`src/rtl/time_display_scan.sv`:
```
// Six-digit multiplexed seven-segment scan of the HH:MM:SS time registers.
// Frames come from a snapshot taken at frame start; the edited field blinks.
module time_display_scan #(
  parameter int REFRESH_DIV = 100000,
  parameter int BLINK_DIV   = 25000000
) (
  input  logic       clk,
  input  logic       rst_n,
  input  logic [2:0] state,
  input  logic [1:0] field,
  input  logic [4:0] hours,
  input  logic [5:0] minutes,
  input  logic [5:0] seconds,
  output logic [5:0] an,
  output logic [6:0] seg,
  output logic       dp
);

  localparam int RW = $clog2(REFRESH_DIV);
  localparam int BW = $clog2(BLINK_DIV);
  localparam logic [RW-1:0] R_LAST = RW'(REFRESH_DIV - 1);
  localparam logic [BW-1:0] B_LAST = BW'(BLINK_DIV - 1);
  localparam logic [2:0] SET_TIME = 3'b010;

  logic [RW-1:0] ref_cnt;
  logic [BW-1:0] blk_cnt;
  logic          blink_vis;
  logic [2:0]    idx;
  logic [2:0]    idx_nxt;
  logic [4:0]    snap_h;
  logic [5:0]    snap_m;
  logic [5:0]    snap_s;
  logic [2:0]    prev_state;
  logic [1:0]    prev_field;

  logic       tick;
  logic       wrap;
  logic       restart;
  logic [5:0] f_val;
  logic       f_ok;
  logic [1:0] f_id;
  logic [3:0] digit;
  logic       blank;
  logic [6:0] seg_nxt;
  logic [5:0] an_nxt;
  logic       dp_nxt;

  always_comb begin
    tick    = ref_cnt == R_LAST;
    wrap    = idx == 3'd0;
    idx_nxt = wrap ? 3'd5 : idx - 3'd1;
    restart = (state != prev_state) || (field != prev_field);
    f_val   = '0;
    f_ok    = 1'b1;
    f_id    = 2'd0;
    // The first digit of a frame must use the values being captured now.
    case (idx_nxt)
      3'd5, 3'd4: begin
        f_id  = 2'd0;
        f_val = wrap ? {1'b0, hours} : {1'b0, snap_h};
        f_ok  = f_val <= 6'd23;
      end
      3'd3, 3'd2: begin
        f_id  = 2'd1;
        f_val = wrap ? minutes : snap_m;
        f_ok  = f_val <= 6'd59;
      end
      default: begin
        f_id  = 2'd2;
        f_val = wrap ? seconds : snap_s;
        f_ok  = f_val <= 6'd59;
      end
    endcase
    digit = idx_nxt[0] ? 4'(f_val / 6'd10) : 4'(f_val % 6'd10);
    blank = (state == SET_TIME) && (field == f_id) && !blink_vis;
    case (digit)
      4'd0:    seg_nxt = 7'b1000000;
      4'd1:    seg_nxt = 7'b1111001;
      4'd2:    seg_nxt = 7'b0100100;
      4'd3:    seg_nxt = 7'b0110000;
      4'd4:    seg_nxt = 7'b0011001;
      4'd5:    seg_nxt = 7'b0010010;
      4'd6:    seg_nxt = 7'b0000010;
      4'd7:    seg_nxt = 7'b1111000;
      4'd8:    seg_nxt = 7'b0000000;
      4'd9:    seg_nxt = 7'b0010000;
      default: seg_nxt = 7'b0111111;
    endcase
    if (!f_ok) seg_nxt = 7'b0111111;
    if (blank) seg_nxt = 7'b1111111;
    an_nxt = ~(6'b000001 << idx_nxt);
    dp_nxt = blank | ~((idx_nxt == 3'd4) | (idx_nxt == 3'd2));
  end

  always_ff @(posedge clk or negedge rst_n) begin
    if (!rst_n) begin
      ref_cnt <= '0;
      idx     <= 3'd5;
      snap_h  <= '0;
      snap_m  <= '0;
      snap_s  <= '0;
      an      <= 6'b111111;
      seg     <= 7'b1111111;
      dp      <= 1'b1;
    end else begin
      ref_cnt <= tick ? '0 : ref_cnt + 1'b1;
      if (tick) begin
        idx <= idx_nxt;
        an  <= an_nxt;
        seg <= seg_nxt;
        dp  <= dp_nxt;
        if (wrap) begin
          snap_h <= hours;
          snap_m <= minutes;
          snap_s <= seconds;
        end
      end
    end
  end

  // Any mode or field change restarts the blink with the digits shown.
  always_ff @(posedge clk or negedge rst_n) begin
    if (!rst_n) begin
      blk_cnt    <= '0;
      blink_vis  <= 1'b1;
      prev_state <= 3'b000;
      prev_field <= 2'd3;
    end else begin
      prev_state <= state;
      prev_field <= field;
      if (restart) begin
        blk_cnt   <= '0;
        blink_vis <= 1'b1;
      end else if (blk_cnt == B_LAST) begin
        blk_cnt   <= '0;
        blink_vis <= ~blink_vis;
      end else begin
        blk_cnt <= blk_cnt + 1'b1;
      end
    end
  end

endmodule
```
`config.mk`:
```
export PLATFORM = sky130hd
export DESIGN_NAME = time_display_scan
export DESIGN_NICKNAME = d
export VERILOG_FILES = /design/src/rtl/time_display_scan.sv
export SDC_FILE = /design/constraint.sdc
export NUM_CORES = 1
export LEC_CHECK = 0
export CORE_ASPECT_RATIO = 0.9
export CORE_MARGIN = 3
export CORE_UTILIZATION = 53
export DETAILED_ROUTE_END_ITERATION = 8
export GPL_TIMING_DRIVEN = 0
export PLACE_DENSITY = 0.77
export SLEW_MARGIN = 20
export SYNTH_ARGS = -nofsm -noshare
export SYNTH_HDL_FRONTEND = slang
export SYNTH_SLANG_ARGS = --single-unit
```
`constraint.sdc`:
```
create_clock -name clk -period 4.22 [get_ports clk]
set_clock_uncertainty 0.1 [all_clocks]
set_input_delay 0.844 -clock clk [delete_from_list [all_inputs] [get_ports clk]]
set_output_delay 0.844 -clock clk [all_outputs]
set_load 0.005 [all_outputs]
```
* After elaboration in Yosys (flattened, before gate mapping) *
Memory sizes are Yosys's and may differ from the RTL's.
Index checks and enable logic that the tools add are counted.

word-level totals
  ROM bits = 112
  register bits after elaboration = 82
  memories kept = 1
  input port bits = 24
  output and inout port bits = 14
  word-level logic and storage cells = 61

cells by class
  add/sub/neg operators = 3
  divide/modulo/power cells = 2
  shifts and indexed selects = 1
  equal/unequal tests = 10
  multiplexer cells = 15
  bitwise operators = 5
  magnitude comparators = 3
  reductions and logical operators = 9

memory list
  name             depth  bits a word  read ports  clocked after memory_dff  wr ports  line  RTL
  (no name shown)  16     7            1           0                         0         76    case (digit)

operators with widths
  operator                                               number
  two-way mux 25 bit                                     2
  adder 25 x 1 -> 25 bit, second input constant          1
  == test 25 bit, second input constant                  1
  adder 17 x 1 -> 17 bit, second input constant          1
  == test 17 bit, second input constant                  1
  two-way mux 17 bit                                     1
  two-way mux 7 bit                                      2
  less-or-equal comparator 6 bit, second input constant  2
  two-way mux 6 bit                                      2
  one-hot mux 6 bit (2 select lines)                     1
  == test 3 x 2 -> 1 bit, second input constant          3
  divider 6 x 4 -> 6 bit, second input constant          1
  == test 3 bit, second input constant                   2
  modulo 6 x 4 -> 6 bit, second input constant           1
  NOT 6 bit                                              1
  << shifter 1 x 3 -> 6 bit, first input constant        1
  less-or-equal comparator 5 bit, second input constant  1
  two-way mux 5 bit                                      1
  two-way mux 4 bit                                      1
  one-hot mux 2 bit (2 select lines)                     1
  OR reduction 2 bit                                     2
  logical NOT 3 bit                                      1
  two-way mux 3 bit                                      1
  inequality test 3 bit                                  1
  other kinds (12)                                       16

* Longest topological paths before layout *
An unclocked memory read counts as a cell.

  depth after elaboration = 10
  gate-level depth with buffers = 20
  mapped depth without buffers = 17

* Least setup slack after synthesis *
OpenSTA, ideal clock, no wires.

  kind = reg-to-reg
  start = register idx[0]
  end = register seg[4]
  clock period less this slack = 4611 ps
  setup time = 63 ps
  arrival = 4448 ps
  slack = -391 ps
  buffers on the path = 3
  stages on the path, launching flop included = 21
  required time = 4057 ps
  path through = dfstp_2 -> buf_4 -> nor2_1 -> ha_1 -> buf_4 -> buf_6 -> mux2_2 -> nor3_1 -> a211oi_1 -> nor2_1 -> ha_1 -> and2_1 -> o31a_1 -> a21oi_2 -> inv_1 -> ha_1 -> nor2_1 -> a22o_1 -> a311oi_4 -> mux2i_1 -> o221a_1

between the ends
  longest elaborated chain between the ends = 10
  elaborated cells on any way between the ends = 27
  classes of those cells = 1 x add/sub; 2 x div; 3 x order compare; 5 x eq/ne; 10 x mux; 5 x reduce/logical; 1 x memory

ends and longest elaborated chain
  element                                                                 line    RTL
  start, declared                                                         28      logic [2:0] idx;
  start signal, assigned                                                  108     idx <= idx_nxt;
  subtractor 3 x 1 -> 3 bit / logical NOT 3 bit (equally long branches)   51, 50
  two-way mux 3 bit                                                       51      idx_nxt = wrap ? 3'd5 : idx - 3'd1;
  == test 3 x 2 -> 1 bit / == test 3 bit (equally long branches)          57      case (idx_nxt)
  OR reduction 2 bit                                                      57
  one-hot mux 6 bit (2 select lines)                                      57
  modulo 6 x 4 -> 6 bit / divider 6 x 4 -> 6 bit (equally long branches)  74      digit = idx_nxt[0] ? 4'(f_val / 6'd10) : 4'(f_val % 6'd10);
  two-way mux 4 bit                                                       74
  memory read (16 x 7 bit)                                                -
  two-way mux 7 bit                                                       89      if (!f_ok) seg_nxt = 7'b0111111;
  two-way mux 7 bit (*)                                                   90      if (blank) seg_nxt = 7'b1111111;
  end signal, assigned                                                    110     seg <= seg_nxt;
  end, declared                                                           15      output logic [6:0] seg,

Every way passes the cells marked *; elsewhere a longest branch is shown, timed or not.
A chain may end at the register's enable or synchronous reset.

* Final worst setup path *
Ends and elaborated chain as after synthesis.

==> impl_metrics.toml <==
[status]
status = "finished, violations left"
failed_checks = "negative setup slack"

[yosys]
syn_area_um2 = 4570
async_reset_ff_share_pct = 100
ys_seq_elements = 82
synthTopCellsByArea = "dfrtp_1, dfstp_2, nor2_1"
syn_nets = 487
synth_top_area_share_pct = 34.5
yosysTopAreaCell = "dfrtp_1"
synthFlopType = "dfrtp_1"
syn_area_per_cell_um2 = 10.1
synth_enable_flop_cells = 0
ys_warn_count = 0
ys_types = 64
synth_commonest_cells = "nor2_1, dfrtp_1, nand2_1, xnor2_1, xor2_1"
syn_inst = 453
synth.most_common_cell = "nor2_1"
seq_area_frac_synth_pct = 45.4

[setup_path]
rr_worst_depth = 20
endpoint_kind = "register"
cp-start-kind = "register"
cp.arrival_ns = 4.61
rrSetupSlack_ns = -0.18
required_ns = 4.42
r2r_end = "seg[4]$_DFFE_PN1N_"
path_class = "register to register"
cp_max_fo = 5
r2r_start = "idx[0]$_DFFE_PN1N_"

[final_layout]
area_growth_pct = 25.6
drive_gt1_share_pct = 23.2
multi_input_area_um2 = 2550
seqCellArea_um2 = 2080
postLayoutCoreUtil_pct = 69.9
n_antenna_cell = 0
fillers = 611
postLayoutCellArea_um2 = 5750
final_nets = 555

[die]
dieArea_um2 = 9780
rows = 31
die-height_um = 94.1
core_um2 = 8220
die_w_um = 104
ioPinCount = 38
start_util_pct = 55.6

[route]
drtAntennaViolNets = 0
avgViaCountPerCell = 5.84
dr.pass1.iters = 5
avgRoutedWirePerCell_um = 17.4
first_iter_violations = 219
vias = 3744
routed_wirelength_um = 11200
drcViolationCount = 0

[timing]
period_share_pct = 104
worst_slack_ns = -0.183
finalHoldViolations = 0
worst_slew_pin_slew_ns = 1.15
slew_viol_final = 0
slew_headroom_pct = 22.9
clock.fmax_mhz = 227
period_needed_ns = 4.40
hold_slack_ns = 0.297
rsz0062_at_grt = "yes"
fin_tns_setup_ns = -0.864
finalSetupViolations = 7

[clock_tree]
numCtsBuffers = 9
clk_latency_ns = 0.36
clkTransAtPathRegs_ns = 0.09
clock_sink_count = 82
ctsLongestPathBuffers = 2
cts_root_buffer = "clkbuf_8"
cts_tree = "yes"
htree_levels = 3
hold_buffers = 0

[place]
dpl.hpwl_um = 7340
place_congestion = 0.879
port_buffers = 37
placed_cell_area_um2 = 5180
pre_cts_slack_ns = -0.722

[pwr]
swShare_pct = 23.1
p_sw_w = 0.000362
ir_worst_vdd_v = 0.000209
power_density_nw_per_um2 = 273
p_clk_share_pct = 40.2
power.leakage_nw = 2.34
comb_power_share_pct = 8.8
pwr-share-seq_pct = 51.0
p_int_w = 0.00121

[global_routing]
grtUsageMet1_pct = 31.1
met2_usage_pct = 39.0
grt_overflow_total = 0
busiest_layer = "met2"
grt_pass1_wl_um = 18500
grt_pass1_vias = 3752
antenna_found_initial = 0
grt_max_degree = 60
use_met3_pct = 5.43
groute.usage.overall_pct = 23.5

[worst_hold_path]
hold_path_class = "primary input to asynchronous set/reset pin"

[job]
cap_violations = 0
-- cell type report --
class / instances / share of cell area [%]
Multi-Input combinational cell: 336 / 44.4
Clock buffer: 11 / 2.46
Inverter: 15 / 1.02
Tap cell: 115 / 2.50
Buffer: 18 / 1.83
Timing Repair Buffer: 59 / 10.3
Clock inverter: 5 / 1.35
Sequential cell: 82 / 36.1
-- power by group through the flow --
stage	sequential, W	combinational [W]	clock [W]
finish	0.000800	0.000138	0.000631
global route	0.000802	0.000150	0.000681
CTS	0.000800	0.000124	0.000643
detailed placement	0.000815	0.000118	0
global placement	0.000814	0.000111	0
floorplan	0.000813	0.0000599	0
-- how the worst max path moves through the flow --
stage                                  start              endpoint  slack, ns  depth (start not counted)
final                     idx[0]$_DFFE_PN1N_    seg[4]$_DFFE_PN1N_      -0.18                         20
after floorplan           idx[0]$_DFFE_PN1N_    seg[4]$_DFFE_PN1N_      -0.10                         20
after global placement                 rst_n  ref_cnt[5]$_DFF_PN0_      -0.68                          1
after CTS                 idx[0]$_DFFE_PN1N_    seg[0]$_DFFE_PN1N_      -0.12                         20
after detailed placement          minutes[3]    seg[4]$_DFFE_PN1N_      -0.72                         16
after global routing      idx[0]$_DFFE_PN1N_    seg[4]$_DFFE_PN1N_      -0.30                         20
-- critical path: stages (launching register included) --
cell and delay [ns]:
dfstp_2 0.55, buf_6 0.11, nor2_4 0.03, ha_4 0.18
buf_12 0.13, buf_6 0.13, mux2i_4 0.20, a211oi_4 0.31
nor2_2 0.10, ha_4 0.18, a211o_1 0.29, a21o_1 0.21
a21oi_4 0.23, inv_2 0.07, ha_4 0.27, nor2_2 0.03
a22o_1 0.27, a311oi_4 0.40, buf_12 0.17, mux2i_1 0.18
o221a_1 0.20
-- kinds of logic after synthesis --
family,Yosys count,share of synthesized area [%]
AO/OA/AOI/OAI,79,13.4
XOR/XNOR,41,7.85
adder cells (fa/ha/maj),10,2.74
buffers and inverters,35,3.53
flip-flops,82,45.4
multiplexers,34,8.43
AND/OR/NAND/NOR,172,18.7
-- timing repair --
item / 4_1_cts / 5_1_grt
endpoints found under the setup margin: 7 / 7
pin swaps: 14 / 12
gates cloned: 1 / 0
gates resized for setup: 9 / 24
buffers inserted: 15 / 5
-- through the flow --
step                      cells  power (W)
after detailed placement    606   0.000933
after CTS                   637    0.00157
final                       641    0.00157
after floorplan             453   0.000873
after global routing        641    0.00163
after global placement      605   0.000925
-- layer usage --
layer  wire (um)  share of wire (%)
met2        5410                 48
met4         166                1.5
met1        4930                 44
met3         661                5.9
met5           0                  0
-- cell usage in the layout (no fill, tap or decap), types with 5 or more instances in the layout --
master	netlist	routed
nor2_1	66	63
dfrtp_1	63	63
clkdlybuf4s50_1	0	36
nand2_1	28	28
xnor2_1	21	21
xor2_1	20	20
buf_4	3	19
dfstp_2	19	19
nand3_1	18	18
mux2_2	16	15
inv_1	14	13
a21oi_1	16	13
o21ai_0	13	13
clkbuf_1	13	12
mux2i_1	16	11
nand4_1	10	10
clkbuf_8	0	10
and3_1	7	7
ha_1	10	7
a41oi_1	6	6
nor3_1	7	5
nor4_1	6	5
or3_1	5	5
-- state kept, by name, summed over array words and instances (netlist names) --
signal	count
snap_m	6
blk_cnt	25
dp	1
blink_vis	1
prev_field	2
snap_s	6
idx	3
ref_cnt	17
prev_state	3
an	6
snap_h	5
seg	7
No activity file was read; power rests on OpenSTA's default activity.
==> RTL change (same flow settings) <==
Register the output `an` once more, without a reset; this adds one clock of latency there. The other outputs are not delayed to match.
--- a/src/rtl/time_display_scan.sv
+++ b/src/rtl/time_display_scan.sv
@@ -23,2 +23,4 @@
   localparam logic [2:0] SET_TIME = 3'b010;
+
+  logic [5:0] an_s0;
 
@@ -101,3 +103,3 @@
       snap_s  <= '0;
-      an      <= 6'b111111;
+      an_s0   <= 6'b111111;
       seg     <= 7'b1111111;
@@ -108,3 +110,3 @@
         idx <= idx_nxt;
-        an  <= an_nxt;
+        an_s0 <= an_nxt;
         seg <= seg_nxt;
@@ -142,2 +144,6 @@
 
+  always_ff @(posedge clk) begin
+    an <= an_s0;
+  end
+
 endmodule
Function: same outputs for any inputs over 10 cycles, from zero or initial values and one cycle with rst_n low; that may be too few to reach the edited logic, so the function may still have changed.
==> RTL change against the original RTL <==
  * The flow still finishes with violations (negative setup slack)
  * Sequential cell count increased by 6
  * Synthesized area grew 2.7%
  * Routed wire length down 4.4%
  * Fmax rose by 3.0%
  * Largest cell class unchanged
  * Power barely moved
  * Design area rose by 0.74%
  * Setup slack improved by 0.13 ns
  * Critical endpoint unchanged
  * Critical path depth stayed put
  * Cell count up 1.9%
  * Core utilization fell by 0.46 points
==> RTL change: results (changes against the original RTL) <==
Finish
  • Clock Buffer Count: 13 (+2)
  • Multi-input gates: 337 (+0.30%)
  • Final non-clock buffer share: 12.1% (-0.046 points)
  • Nets: 567 (+2.2%)
  • Layout cells sized above 1: 22.1% (-1.1 points)
  • Final instance area: 0.00579 mm² (+0.74%)
  • ANT cells: 0 (unchanged)
  • Filler Cell Count: 640 (+4.7%)
  • ClkCell Share: 3.50% (-0.31 points)
  • Final core utilization: 69.4% (-0.46 points)
  • Seq area share: 37.9% (+1.8 points)
  • Nonclk buf count: 82 (+6.5%)
  • Multi-input combinational area share: 43.0% (-1.4 points)

Power and ir drop
  • Clk pwr: 0.000583 W (-7.6%)
  • VDD IR-drop max: 238 µV (+14%)
  • Switching share of power: 24.0% (+0.91 points)
  • Sequential share of power: 54.6% (+3.6 points)
  • P_leak: 2.36 nW (+0.76%)
  • Sw power: 0.000376 W (+4.0%)

Global routing
  • Vias in the first global route: 3615 (-3.7%)
  • Initial antenna violation count: 0 (unchanged)
  • First-pass GRT wire length: 17700 µm (-4.0%)
  • Grt met3 use: 5.62% (+0.19 points)
  • Pin count of the biggest net entering global routing: 49 (-18%)
  • GRT Overall Usage: 22.5% (-0.96 points)
  • M2 GR Usage: 38.1% (-0.90 points)

Detailed routing
  • Initial DRC count: 283 (+29%)
  • Metal-1 WL: 4700 µm (-4.8%)
  • Met2 WL: 5280 µm (-2.4%)
  • DR vias: 3725 (-0.51%)
  • WL final: 10700 µm (-4.4%)
  • First-pass DRT Iterations: 4 (-1)

Worst hold path
  • HP Class: reg2reg

Placement
  • Area after DPL: 0.00532 mm² (+2.6%)
  • GP Congestion: 0.863 (-1.9%)
  • Hpwl dp: 7420 µm (+1.1%)

Synthesis
  • Synthesized Nets: 494 (+1.4%)
  • Most frequent cells after synthesis: 67 x nor2_1, 63 x dfrtp_1, 28 x nand2_1
  • Largest cells by area after synthesis: dfrtp_1 34%, dfstp_2 11%, nor2_1 5.4%, xnor2_1 3.9%, xor2_1 3.7%
  • Library cells used by synthesis: 67 (+4.7%)
  • Asr flop ratio synth: 93.2% (-6.8 points)
  • Sequential element share of the synthesized area: 46.7% (+1.3 points)

Timing
  • Setup violations, final: 1 (-6)
  • Final Worst Setup Slack: -0.0533 ns (+0.129 ns)
  • Setup_tns: -0.0533 ns (+0.810 ns)

Critical path
  • Critical path data arrival time: 4.48 ns (-0.13 ns)
  • Slowest stage cell on the critical path: dfstp_2
  • CP startpoint: idx[0]
  • Worst r2r src: idx[0]
  • Crit path max fanout: 7 (+2)

Run status
  • Status: complete, but fails checks
  • Failing checks: negative setup slack

Clock network
  • CTS resizes: 7 (-2)
  • Max Root-Sink Buffers: 2 (unchanged)
==> RTL change: stage by stage <==
| step | std cells | setup slack [ns] | hold WS [ns] |
|---|---|---|---|
| 2_1_floorplan | 460 | -0.118 | 0.295 |
| 3_3_place_gp | 612 | -0.675 | 0.299 |
| 3_5_place_dp | 613 | -0.701 | 0.303 |
| 4_1_cts | 646 | -0.0519 | 0.313 |
| 5_1_grt | 653 | -0.187 | 0.315 |
| 6_report | 653 | -0.0533 | 0.313 |
==> RTL change: kinds of logic (layout without fill, tap and decap cells) <==
family | count (synthesis) | after routing | share of synthesized area (%)
and+or+nand+nor | 173 | 173 | 18.3
DFF | 88 | 88 | 46.7
AOI/OAI and AO/OA | 80 | 80 | 13.1
xor gates and xnor gates | 41 | 41 | 7.64
buffers and inverters | 35 | 113 | 3.60
muxes | 33 | 33 | 7.96
adders and majority gates | 10 | 10 | 2.66
